### config.mk
export PLATFORM = sky130hd
export DESIGN_NAME = mux_nto1_pipe
export DESIGN_NICKNAME = d
export VERILOG_FILES = /design/src/rtl/mux_nto1_pipe.sv
export SDC_FILE = /design/constraint.sdc
export NUM_CORES = 1
export LEC_CHECK = 0
export ABC_AREA = 1
export BUFFER_PORTS_ARGS = -buffer_cell sky130_fd_sc_hd__buf_2
export CORE_ASPECT_RATIO = 0.5
export CORE_MARGIN = 2
export CORE_UTILIZATION = 30
export CTS_CLUSTER_SIZE = 20
export DETAILED_ROUTE_END_ITERATION = 7
export PLACE_DENSITY = 0.55
export SLEW_MARGIN = 40
export SYNTH_ARGS = -nofsm -noshare
export SYNTH_HDL_FRONTEND = slang
export SYNTH_SLANG_ARGS = --single-unit
export TNS_END_PERCENT = 5
### constraint.sdc
create_clock -name clk -period 2.4 [get_ports clk]
set_clock_uncertainty 0.2 [all_clocks]
set_input_delay 0.72 -clock clk [delete_from_list [all_inputs] [get_ports clk]]
set_output_delay 0.72 -clock clk [all_outputs]
set_load 0.005 [all_outputs]
### src/rtl/mux_nto1_pipe.sv
// ============================================================================
// Module  : mux_nto1_pipe
// Brief   : Registered N-to-1 datapath mux with valid/ready handshake and a
//           round-robin scan mode. Optional macro MUX_RANGE_CHECK_EN adds
//           sel_err and drops out-of-range direct-mode offers.
// Revision: 1.0 - initial release
// ============================================================================
`default_nettype none

module mux_nto1_pipe #(
  parameter int WIDTH = 8,
  parameter int N_IN  = 4,
  parameter int SEL_W = 2
) (
  input  logic                    clk,
  input  logic                    rst_n,
  input  logic [N_IN*WIDTH-1:0]   in_data,
  input  logic [SEL_W-1:0]        sel,
  input  logic                    mode,
  input  logic                    in_valid,
  output logic                    in_ready,
  output logic [WIDTH-1:0]        out_data,
  output logic [SEL_W-1:0]        out_chan,
  output logic                    out_valid,
`ifdef MUX_RANGE_CHECK_EN
  output logic                    sel_err,
`endif
  input  logic                    out_ready
);

  localparam logic [SEL_W:0]   C_N_IN_W  = (SEL_W+1)'(N_IN);
  localparam logic [SEL_W-1:0] C_LAST_CH = SEL_W'(N_IN - 1);

  generate
    if ((2**SEL_W) < N_IN || N_IN < 2 || N_IN > 16) begin : g_bad_params
      $error("mux_nto1_pipe: N_IN must be 2..16 and fit in SEL_W bits");
    end
  endgenerate

  logic [WIDTH-1:0] out_data_q,  out_data_d;
  logic [SEL_W-1:0] out_chan_q,  out_chan_d;
  logic             out_valid_q, out_valid_d;
  logic [SEL_W-1:0] scan_ptr_q,  scan_ptr_d;
  logic             mode_q,      mode_d;
  logic             sel_err_q,   sel_err_d;

  logic             w_accept;
  logic             w_load;
  logic             w_scan_start;
  logic             w_sel_oob;
  logic [SEL_W-1:0] w_ch;
  logic [WIDTH-1:0] w_ch_data;

  assign in_ready     = !out_valid_q || out_ready;
  assign w_accept     = in_valid && in_ready;
  assign w_scan_start = mode && !mode_q;
  assign w_sel_oob    = !mode && ({1'b0, sel} >= C_N_IN_W);
  assign w_ch         = mode ? (w_scan_start ? '0 : scan_ptr_q) : sel;

`ifdef MUX_RANGE_CHECK_EN
  // Out-of-range offers are consumed upstream but never reach the output.
  assign w_load  = w_accept && !w_sel_oob;
  assign sel_err = sel_err_q;
`else
  assign w_load  = w_accept;
`endif

  // Channels beyond N_IN have no source and read as zero.
  always_comb begin
    w_ch_data = '0;
    for (int k = 0; k < N_IN; k++) begin
      if (w_ch == SEL_W'(k)) begin
        w_ch_data = in_data[k*WIDTH +: WIDTH];
      end
    end
  end

  always_comb begin
    out_data_d  = out_data_q;
    out_chan_d  = out_chan_q;
    out_valid_d = out_valid_q;
    scan_ptr_d  = scan_ptr_q;
    mode_d      = mode;
    sel_err_d   = w_accept && w_sel_oob;

    if (w_load) begin
      out_data_d  = w_ch_data;
      out_chan_d  = w_ch;
      out_valid_d = 1'b1;
    end else if (!w_accept && out_valid_q && out_ready) begin
      out_valid_d = 1'b0;
    end

    if (mode) begin
      if (w_accept) begin
        scan_ptr_d = (w_ch == C_LAST_CH) ? '0 : w_ch + SEL_W'(1);
      end else if (w_scan_start) begin
        scan_ptr_d = '0;
      end
    end
  end

  always_ff @(posedge clk) begin
    if (!rst_n) begin
      out_data_q  <= '0;
      out_chan_q  <= '0;
      out_valid_q <= 1'b0;
      scan_ptr_q  <= '0;
      mode_q      <= 1'b0;
      sel_err_q   <= 1'b0;
    end else begin
      out_data_q  <= out_data_d;
      out_chan_q  <= out_chan_d;
      out_valid_q <= out_valid_d;
      scan_ptr_q  <= scan_ptr_d;
      mode_q      <= mode_d;
      sel_err_q   <= sel_err_d;
    end
  end

  assign out_data  = out_data_q;
  assign out_chan  = out_chan_q;
  assign out_valid = out_valid_q;

`ifndef MUX_RANGE_CHECK_EN
  logic w_unused;
  assign w_unused = sel_err_q;
`endif

endmodule

`default_nettype wire

==> results_dict.tcl, run 1 <==
set metrics [dict create \
    fin_crit_ps 2140 \
    status "finished clean" \
    synth_area_leaders "dfxtp_1, nand2_1, inv_1" \
    first_global_vias 1002 \
    h-tree-depth 1 \
    dr_total_vias 1137 \
    cts_tree "yes" \
    worst_slew_pin_slew_ps 425.3 \
    grt_use_met1 0.1822 \
    nets 262 \
    worstSetupPathType "in2reg" \
    cts_hold_buffers 0 \
    avgViaCountPerCell 4.424 \
    setup_viol 0 \
    async_flop_share 0 \
    slew_viol_final 0 \
    syn_area_mm2 0.001008 \
    route.final.wire_length_um 2553 \
    post-route-util 0.4217 \
    yosysSeqAreaShare 0.2779 \
    synth_ff_type "dfxtp_1" \
    critPathMaxFanout 10 \
    synth-edff-count 0 \
    drc 0 \
    drive_gt1_frac 0.2765 \
    dr.pass1.iters 4 \
    syn-instance-count 169 \
    n_antenna_cell 0 \
    place_hpwl_um 2093 \
    place_area_mm2 0.001266 \
    hp-class "reg2reg" \
    ios 51 \
    p_per_area_mw_per_mm2 462.4 \
    rows 14 \
    holdCritStartpoint "scan_ptr_q[1]" \
    grt_usage 0.1425 \
    io_buffers 50 \
    slew_headroom 0.7158 \
    timing.hold.ws_ps 294.2 \
    ys_warn_count 0 \
    max-vdd-ir-drop_uv 174.9 \
    clock-sinks 14 \
    muxShareOfSynthArea 0 \
    rsz0062_at_grt "false" \
    drtIter0Drc 23 \
    synth_top_family_by_area "simple AND/OR/NAND/NOR gates" \
    max_freq_ghz 0.4674 \
    ys_ff_latch 14 \
    synth.distinct_cells 20 \
    antenna_found_initial 0 \
    grt_pass1_wl_um 4236 \
    wl_per_cell_um 9.934 \
    cts_max_path_buffers 2 \
    antenna_left 0 \
    cp-startpoint "mode" \
    top_usage_layer "met2" \
    yosys.area_share.xor_xnor 0 \
    synthesis.nets 212 \
    arrival_ps 2110 \
    initial_core_util 0.3253 \
    synth.avg_cell_area_um2 5.967 \
    overflow 0 \
    die_w_um 86.00 \
    fin_setup_tns_ps 0 \
    worstSkewPairLatency_ps 240 \
    yosysTopAreaCell "dfxtp_1" \
    clkTransAtPathRegs_ps 60 \
    gp_congestion 0.7778 \
    areaGrowthSynthToFinish_pct 29.65 \
    max_cap_violations 0 \
    worstPathRequired_ps 2370 \
    finalCritPeriodShare 0.8915 \
    coreArea_mm2 0.003100 \
    met2_usage 0.2403 \
    met3_usage 0.04753 \
    hold_viol 0 \
    cts_resized 0 \
    fill_cells 359 \
    p_leak_nw 0.7751 \
    endpoint_kind "register" \
    startpoint_type "primary input" \
    cts_buffers 3 \
    die_height_um 45.00 \
    synth-simple-area-share 0.3685 \
    synthAdderAreaFrac 0.04963 \
    grt_max_degree 13 \
    yosysMostFrequentCell "nand2_1" \
    stdcell_area_mm2 0.001308 \
    die-area_mm2 0.003869 \
    r2r_start "scan_ptr_q[1]" \
    post-cts-setup-buffer-count 0 \
    cts-root-buf "clkbuf_8" \
    p_total_mw 0.6045 \
    yosysTopAreaCellShare 0.2779 \
    synth_compound_area_frac 0.1278 \
    yosys-top-cells-count "nand2_1, inv_1, nand3_1" \
]
-- through the flow --
stage                     worst slack [ps]  cells
after floorplan                      226.8    169
after global placement               96.05    254
after detailed placement             47.01    254
after CTS                            270.0    257
after global routing                 103.8    257
final                                260.3    257
-- state kept, by name, indices dropped and copies added (netlist names) --
register,flops
out_data,8
out_chan,2
scan_ptr_q,2
mode_q,1
out_valid,1
-- power by group --
group          total (mW)  switching (mW)  leakage (nW)  internal (mW)
clock               0.191          0.0797        0.0216          0.111
combinational       0.155          0.0858         0.638         0.0694
sequential          0.259         0.00877         0.115          0.250
-- critical path, stage by stage --
cell and delay (ps):
buf_2 180, nand3_1 90, o21ai_1 170, inv_1 130, ha_1 310, inv_2 160, nand3_1 80, nand2_1 80
nand3_1 70, a21oi_1 110
-- area by class of cell --
type	count	area [µm²]	area share
inverters	30	112.6	0.08612
well taps	40	50.05	0.03828
clock buffers	3	41.29	0.03158
repair buffers	53	272.8	0.2086
multi-input cells	117	550.5	0.4211
flip-flops and latches	14	280.3	0.2144
-- path summary, 6_finish.rpt --
| kind | to | slack (ps) | depth (start not counted) |
|---|---|---|---|
| setup reg to reg | out_data[7] | 570 | 9 |
| setup / recovery | out_data[7] | 260 | 10 |
| hold / removal | scan_ptr_q[1] | 290 | 2 |
| hold reg to reg | scan_ptr_q[1] | 290 | 2 |
-- metal layers --
metal  vias to the layer above  part of all wire
li1                        616                 -
met5                         -                 0
met4                         0                 0
met1                       500              0.49
met2                        21              0.47
met3                         0             0.040
-- cells by family (layout without fill, tap and decap cells) --
kind of cell,Yosys count,after routing
AO/OA/AOI/OAI,25,25
buffers and inverters,38,86
adder cells (fa/ha/maj),4,4
AND/OR/NAND/NOR,88,88
flip-flops,14,14
-- placed cells by master, fill, tap and decap left out, drive strengths merged --
master   n
dfxtp   14
or2      1
a21oi   20
ha       4
nand3   22
nor2    17
clkbuf   3
nand2   47
buf     53
inv     29
clkinv   1
o21ai    5
nand3b   1
Power figures use the tool's default switching activity.
==> run 2: changes to the inputs <==
Clock period 2.4 ns to 2.7 ns, I/O delays scaled along.
==> run 2 against run 1 <==
Register-to-register slack better by 290 ps. Global-route usage shrank 0.77 points. Worst setup slack better by 190 ps. Die area is the same. Wire length shrank 1.3%. Combinational power fell by 12%. Flip-flop and latch count stayed put. Critical path type unchanged.
==> results_dict.tcl, run 2 (synthesized netlist as in run 1, its figures left out) <==
set metrics [dict create \
    antenna_found_initial 0 \
    setup_viol 0 \
    dr_total_vias 1109 \
    gp_congestion 0.7717 \
    worst_slew_pin_slew_ps 461.3 \
    fin_setup_tns_ps 0 \
    overflow 0 \
    critPathMaxFanout 10 \
    initial_core_util 0.3253 \
    endpoint_kind "register" \
    place_hpwl_um 2062 \
    drtIter0Drc 33 \
    p_leak_nw 0.7771 \
    r2r_start "scan_ptr_q[1]" \
    fill_cells 361 \
    hp-class "reg2reg" \
    max-vdd-ir-drop_uv 186.3 \
    first_global_vias 990 \
    top_usage_layer "met2" \
    hold_path_depth 2 \
    drc 0 \
    grt_usage 0.1348 \
    setup_slack_ps 455.1 \
    cts_buffers 3 \
    p_total_mw 0.5723 \
    whs_endpoint "scan_ptr_q[1]" \
    areaGrowthSynthToFinish_pct 30.27 \
    final_cell_mix "buf_2, nand2_1, inv_1" \
    rows 14 \
    reg2reg_depth 7 \
    layout_commonest_cell "buf_2" \
    ff_latch_area_um2 280.3 \
    cts_hold_buffers 0 \
    arrival_ps 2170 \
    max_freq_ghz 0.4454 \
    status "finished clean" \
    ios 51 \
    cts_resized 0 \
    clkTransAtPathRegs_ps 60 \
    max_cap_violations 0 \
    timing.rr.end "out_data[7]" \
    p_per_area_mw_per_mm2 435.6 \
    die-area_mm2 0.003869 \
    holdCritStartpoint "scan_ptr_q[1]" \
    cts_tree "yes" \
    die_height_um 45.00 \
    slew_headroom 0.6917 \
    met3_usage 0.04022 \
    finalCritPeriodShare 0.8315 \
    dr.pass1.iters 4 \
    worstPathRequired_ps 2630 \
    drive_gt1_frac 0.2765 \
    die_w_um 86.00 \
    r2r_slack_ps 860 \
    clock-sinks 14 \
    cts_max_path_buffers 2 \
    met2_usage 0.2310 \
    rsz0062_at_grt "false" \
    fin_crit_ps 2245 \
    avgViaCountPerCell 4.315 \
    hold_viol 0 \
    h-tree-depth 1 \
    post-place-ws_ps 171.5 \
    io_buffers 50 \
    grt_max_degree 13 \
    grt_use_met1 0.1720 \
    route.final.wire_length_um 2520 \
    largest_reg_flops 8 \
    multi_input_area_um2 550.5 \
    coreArea_mm2 0.003100 \
    worstSetupPathType "in2reg" \
    place_area_mm2 0.001259 \
    cts-root-buf "clkbuf_8" \
    nets 261 \
    post-cts-setup-buffer-count 0 \
    worstSkewPairLatency_ps 250 \
    grt_pass1_wl_um 4105 \
    antenna_left 0 \
    wl_per_cell_um 9.805 \
    slew_viol_final 0 \
    n_antenna_cell 0 \
    stdcell_area_mm2 0.001314 \
    startpoint_type "primary input" \
]
-- run 2: layout make-up --
type	instances	share of cell area
multi-input cells	117	0.4190
flip-flops and latches	14	0.2133
inverters	30	0.08571
clock buffers	4	0.04190
well taps	40	0.03810
repair buffers	52	0.2019
-- run 2: how the worst max path moves through the flow --
stage,startpoint,endpoint,slack [ps],depth (start not counted)
2_1_floorplan,mode,out_data[7],440,9
3_3_place_gp,mode,out_data[7],240,9
5_1_grt,mode,out_data[2],300,10
6_report,mode,out_data[7],460,8
3_5_place_dp,mode,out_data[7],170,8
4_1_cts,mode,out_data[7],440,8
-- run 2: critical path, stage by stage --
cell and delay, ps:
buf_2 180, nand3_1 80, o21ai_1 150, ha_1 380, inv_1 190, or2_0 230, nand3_1 80, a21oi_1 60
-- run 2: per-stage QoR --
step | instances | utilization | hold slack, ps
2_1_floorplan | 169 | - | 256.9
5_1_grt | 257 | 0.4237 | 349.7
3_5_place_dp | 253 | 0.4060 | 290.0
4_1_cts | 257 | 0.4237 | 300.8
3_3_place_gp | 253 | 0.4060 | 281.3
6_report | 257 | 0.4237 | 293.8
-- run 2: metal layers --
metal / wire [µm] / vias up
met4: 0 / 0
met2: 1147 / 20
met3: 92 / 0
met5: 0 / -
met1: 1280 / 470
li1: - / 619
-- run 2: power by group --
group | leakage, nW | switching (mW) | internal, mW
Clock | 0.0288 | 0.0765 | 0.129
Combinational | 0.633 | 0.0762 | 0.0610
Sequential | 0.115 | 0.00734 | 0.222
==> run 3: changes to the inputs <==
Settings changed: PLACE_DENSITY 0.55 to 0.57.
Clock period 2.7 ns to 1.87 ns, I/O delays scaled along.
==> run 3 against run 2 <==
Global-route usage rose by 0.34 points. Die area is the same. Highest routed layer unchanged. Critical path type unchanged. Clock power increased by 18%. Critical endpoint is now scan_ptr_q[1].
==> results_dict.tcl, run 3 (synthesized netlist as in run 1, its figures left out) <==
set metrics [dict create \
    max_freq_ghz 0.5731 \
    post-cts-setup-buffer-count 0 \
    die-area_mm2 0.003869 \
    hold_path_depth 2 \
    nets 267 \
    p_leak_nw 0.8010 \
    hold_viol 0 \
    r2r_start "mode_q" \
    h-tree-depth 1 \
    antenna_left 0 \
    power_frac_seq 0.418 \
    die_height_um 45.00 \
    slew_viol_final 0 \
    cts_buffers 3 \
    wl_per_cell_um 9.588 \
    finalCritPeriodShare 0.9331 \
    reg2reg_depth 8 \
    grt_pass1_wl_um 4209 \
    cp_common_cell "nand3_1" \
    p_int_mw 0.5666 \
    setup_viol 0 \
    final_cell_mix "buf_2, nand2_1, inv_1" \
    placed_cells 259 \
    status "finished clean" \
    pwr-share-clk 0.307 \
    fin_crit_ps 1745 \
    worstPathRequired_ps 1840 \
    slew_headroom 0.8029 \
    cts_hold_buffers 0 \
    place_area_mm2 0.001338 \
    coreArea_mm2 0.003100 \
    timing.hold.ws_ps 285.8 \
    holdCritStartpoint "scan_ptr_q[1]" \
    startpoint_type "primary input" \
    largest_reg_flops 8 \
    rows 14 \
    clkTransAtPathRegs_ps 60 \
    gp_congestion 0.8491 \
    p_switching_mw 0.2276 \
    combPwrFrac 0.275 \
    worstSkewPairLatency_ps 240 \
    grt_usage 0.1383 \
    timing.rr.end "scan_ptr_q[1]" \
    switching_share 0.2866 \
    ios 51 \
    cp_top_family "buffers and inverters" \
    die_w_um 86.00 \
    stdcell_area_mm2 0.001389 \
    critPathBufInv 3 \
    dr.pass1.iters 4 \
    areaGrowthSynthToFinish_pct 37.72 \
    rsz0062_at_grt "false" \
    max_cap_violations 0 \
    grt_max_degree 11 \
    cts_resized 0 \
    drive_gt1_frac 0.3243 \
    clock-sinks 14 \
    route.final.wire_length_um 2512 \
    slowest_stage "ha_2" \
    worstSetupPathType "in2reg" \
    drtIter0Drc 15 \
    final_cells 262 \
    arrival_ps 1710 \
    max-vdd-ir-drop_uv 329.4 \
    worst_slew_pin_slew_ps 293.8 \
    crit_chain "clkbuf_4, nand3_1, o21ai_2, inv_1, buf_4, ha_2, nand3b_1, nand3_1, a21oi_1" \
    layout_commonest_cell "buf_2" \
    drc 0 \
    avgViaCountPerCell 4.355 \
    n_antenna_cell 0 \
    antenna_found_initial 0 \
    r2r_slack_ps 230 \
    critPathMaxFanout 5 \
    first_global_vias 1015 \
    io_buffers 50 \
    hp-class "reg2reg" \
    cp_slowest_stage_delay_ps 300 \
    cts-root-buf "clkbuf_8" \
    cts_max_path_buffers 2 \
    whs_endpoint "scan_ptr_q[1]" \
    overflow 0 \
    endpoint_kind "register" \
    initial_core_util 0.3253 \
    cts_tree "yes" \
    dr_total_vias 1141 \
    p_per_area_mw_per_mm2 571.8 \
    place_hpwl_um 2119 \
]
[run 3: cell types whose count changed in the layout (fill, tap and decap cells not counted)]
cell | previous run | this run
nand3_2 | 1 | 2
ha_1 | 4 | 1
buf_2 | 50 | 49
o21ai_4 | 0 | 1
inv_4 | 0 | 2
buf_12 | 0 | 1
clkbuf_4 | 0 | 1
clkbuf_8 | 4 | 3
inv_1 | 28 | 26
ha_2 | 0 | 3
o21ai_1 | 1 | 0
buf_4 | 2 | 7
nand3_1 | 21 | 20
[run 3: worst max-delay path by stage]
stage | from | to | slack, ps | depth (start not counted)
after floorplan | mode | out_data[0] | -3 | 10
after global routing | mode | scan_ptr_q[1] | 10 | 9
final | mode | scan_ptr_q[1] | 130 | 9
after CTS | mode | out_data[7] | 20 | 8
after detailed placement | mode | out_data[7] | -230 | 8
after global placement | mode | out_data[7] | -190 | 8
[run 3: power groups by stage]
stage,registers (mW),logic (mW),clock network [mW]
3_3_place_gp,0.339,0.216,0
3_5_place_dp,0.339,0.219,0
4_1_cts,0.332,0.219,0.251
5_1_grt,0.335,0.252,0.267
6_report,0.332,0.218,0.244
2_1_floorplan,0.340,0.132,0
[run 3: area by class of cell]
class | instances | area (µm²)
Tap cell | 40 | 50.05
Sequential cell | 14 | 280.3
Timing Repair Buffer | 58 | 325.3
Fill cell | 351 | 1712
Inverter | 30 | 117.6
Multi-Input combinational cell | 117 | 574.3
Clock buffer | 3 | 41.29
[run 3: worst reg2reg max path: stages (launching register included)]
cell and delay (ps):
dfxtp_1 370, nand3_1 100, o21ai_2 100, inv_1 80, buf_4 140, ha_2 300
nand3b_1 100, nand3_1 80, a21oi_1 110
[run 3: per-layer routing]
metal  part of all wire  GRT usage  wire (µm)
met5                  0          0          0
met4                  0    0.01905          0
met3              0.048    0.04570        121
met2               0.47     0.2419       1175
met1               0.48     0.1739       1216
[run 3: through the flow]
stage / power, mW / setup WS [ps] / TNS, ps / util
after floorplan: 0.4720 / -2.882 / -20.18 / -
after global placement: 0.5550 / -190.1 / -1452 / 0.4314
after detailed placement: 0.5574 / -232.8 / -1888 / 0.4314
after CTS: 0.8030 / 22.23 / 0 / 0.4447
after global routing: 0.8539 / 10.91 / 0 / 0.4479
final: 0.7942 / 125.0 / 0 / 0.4479
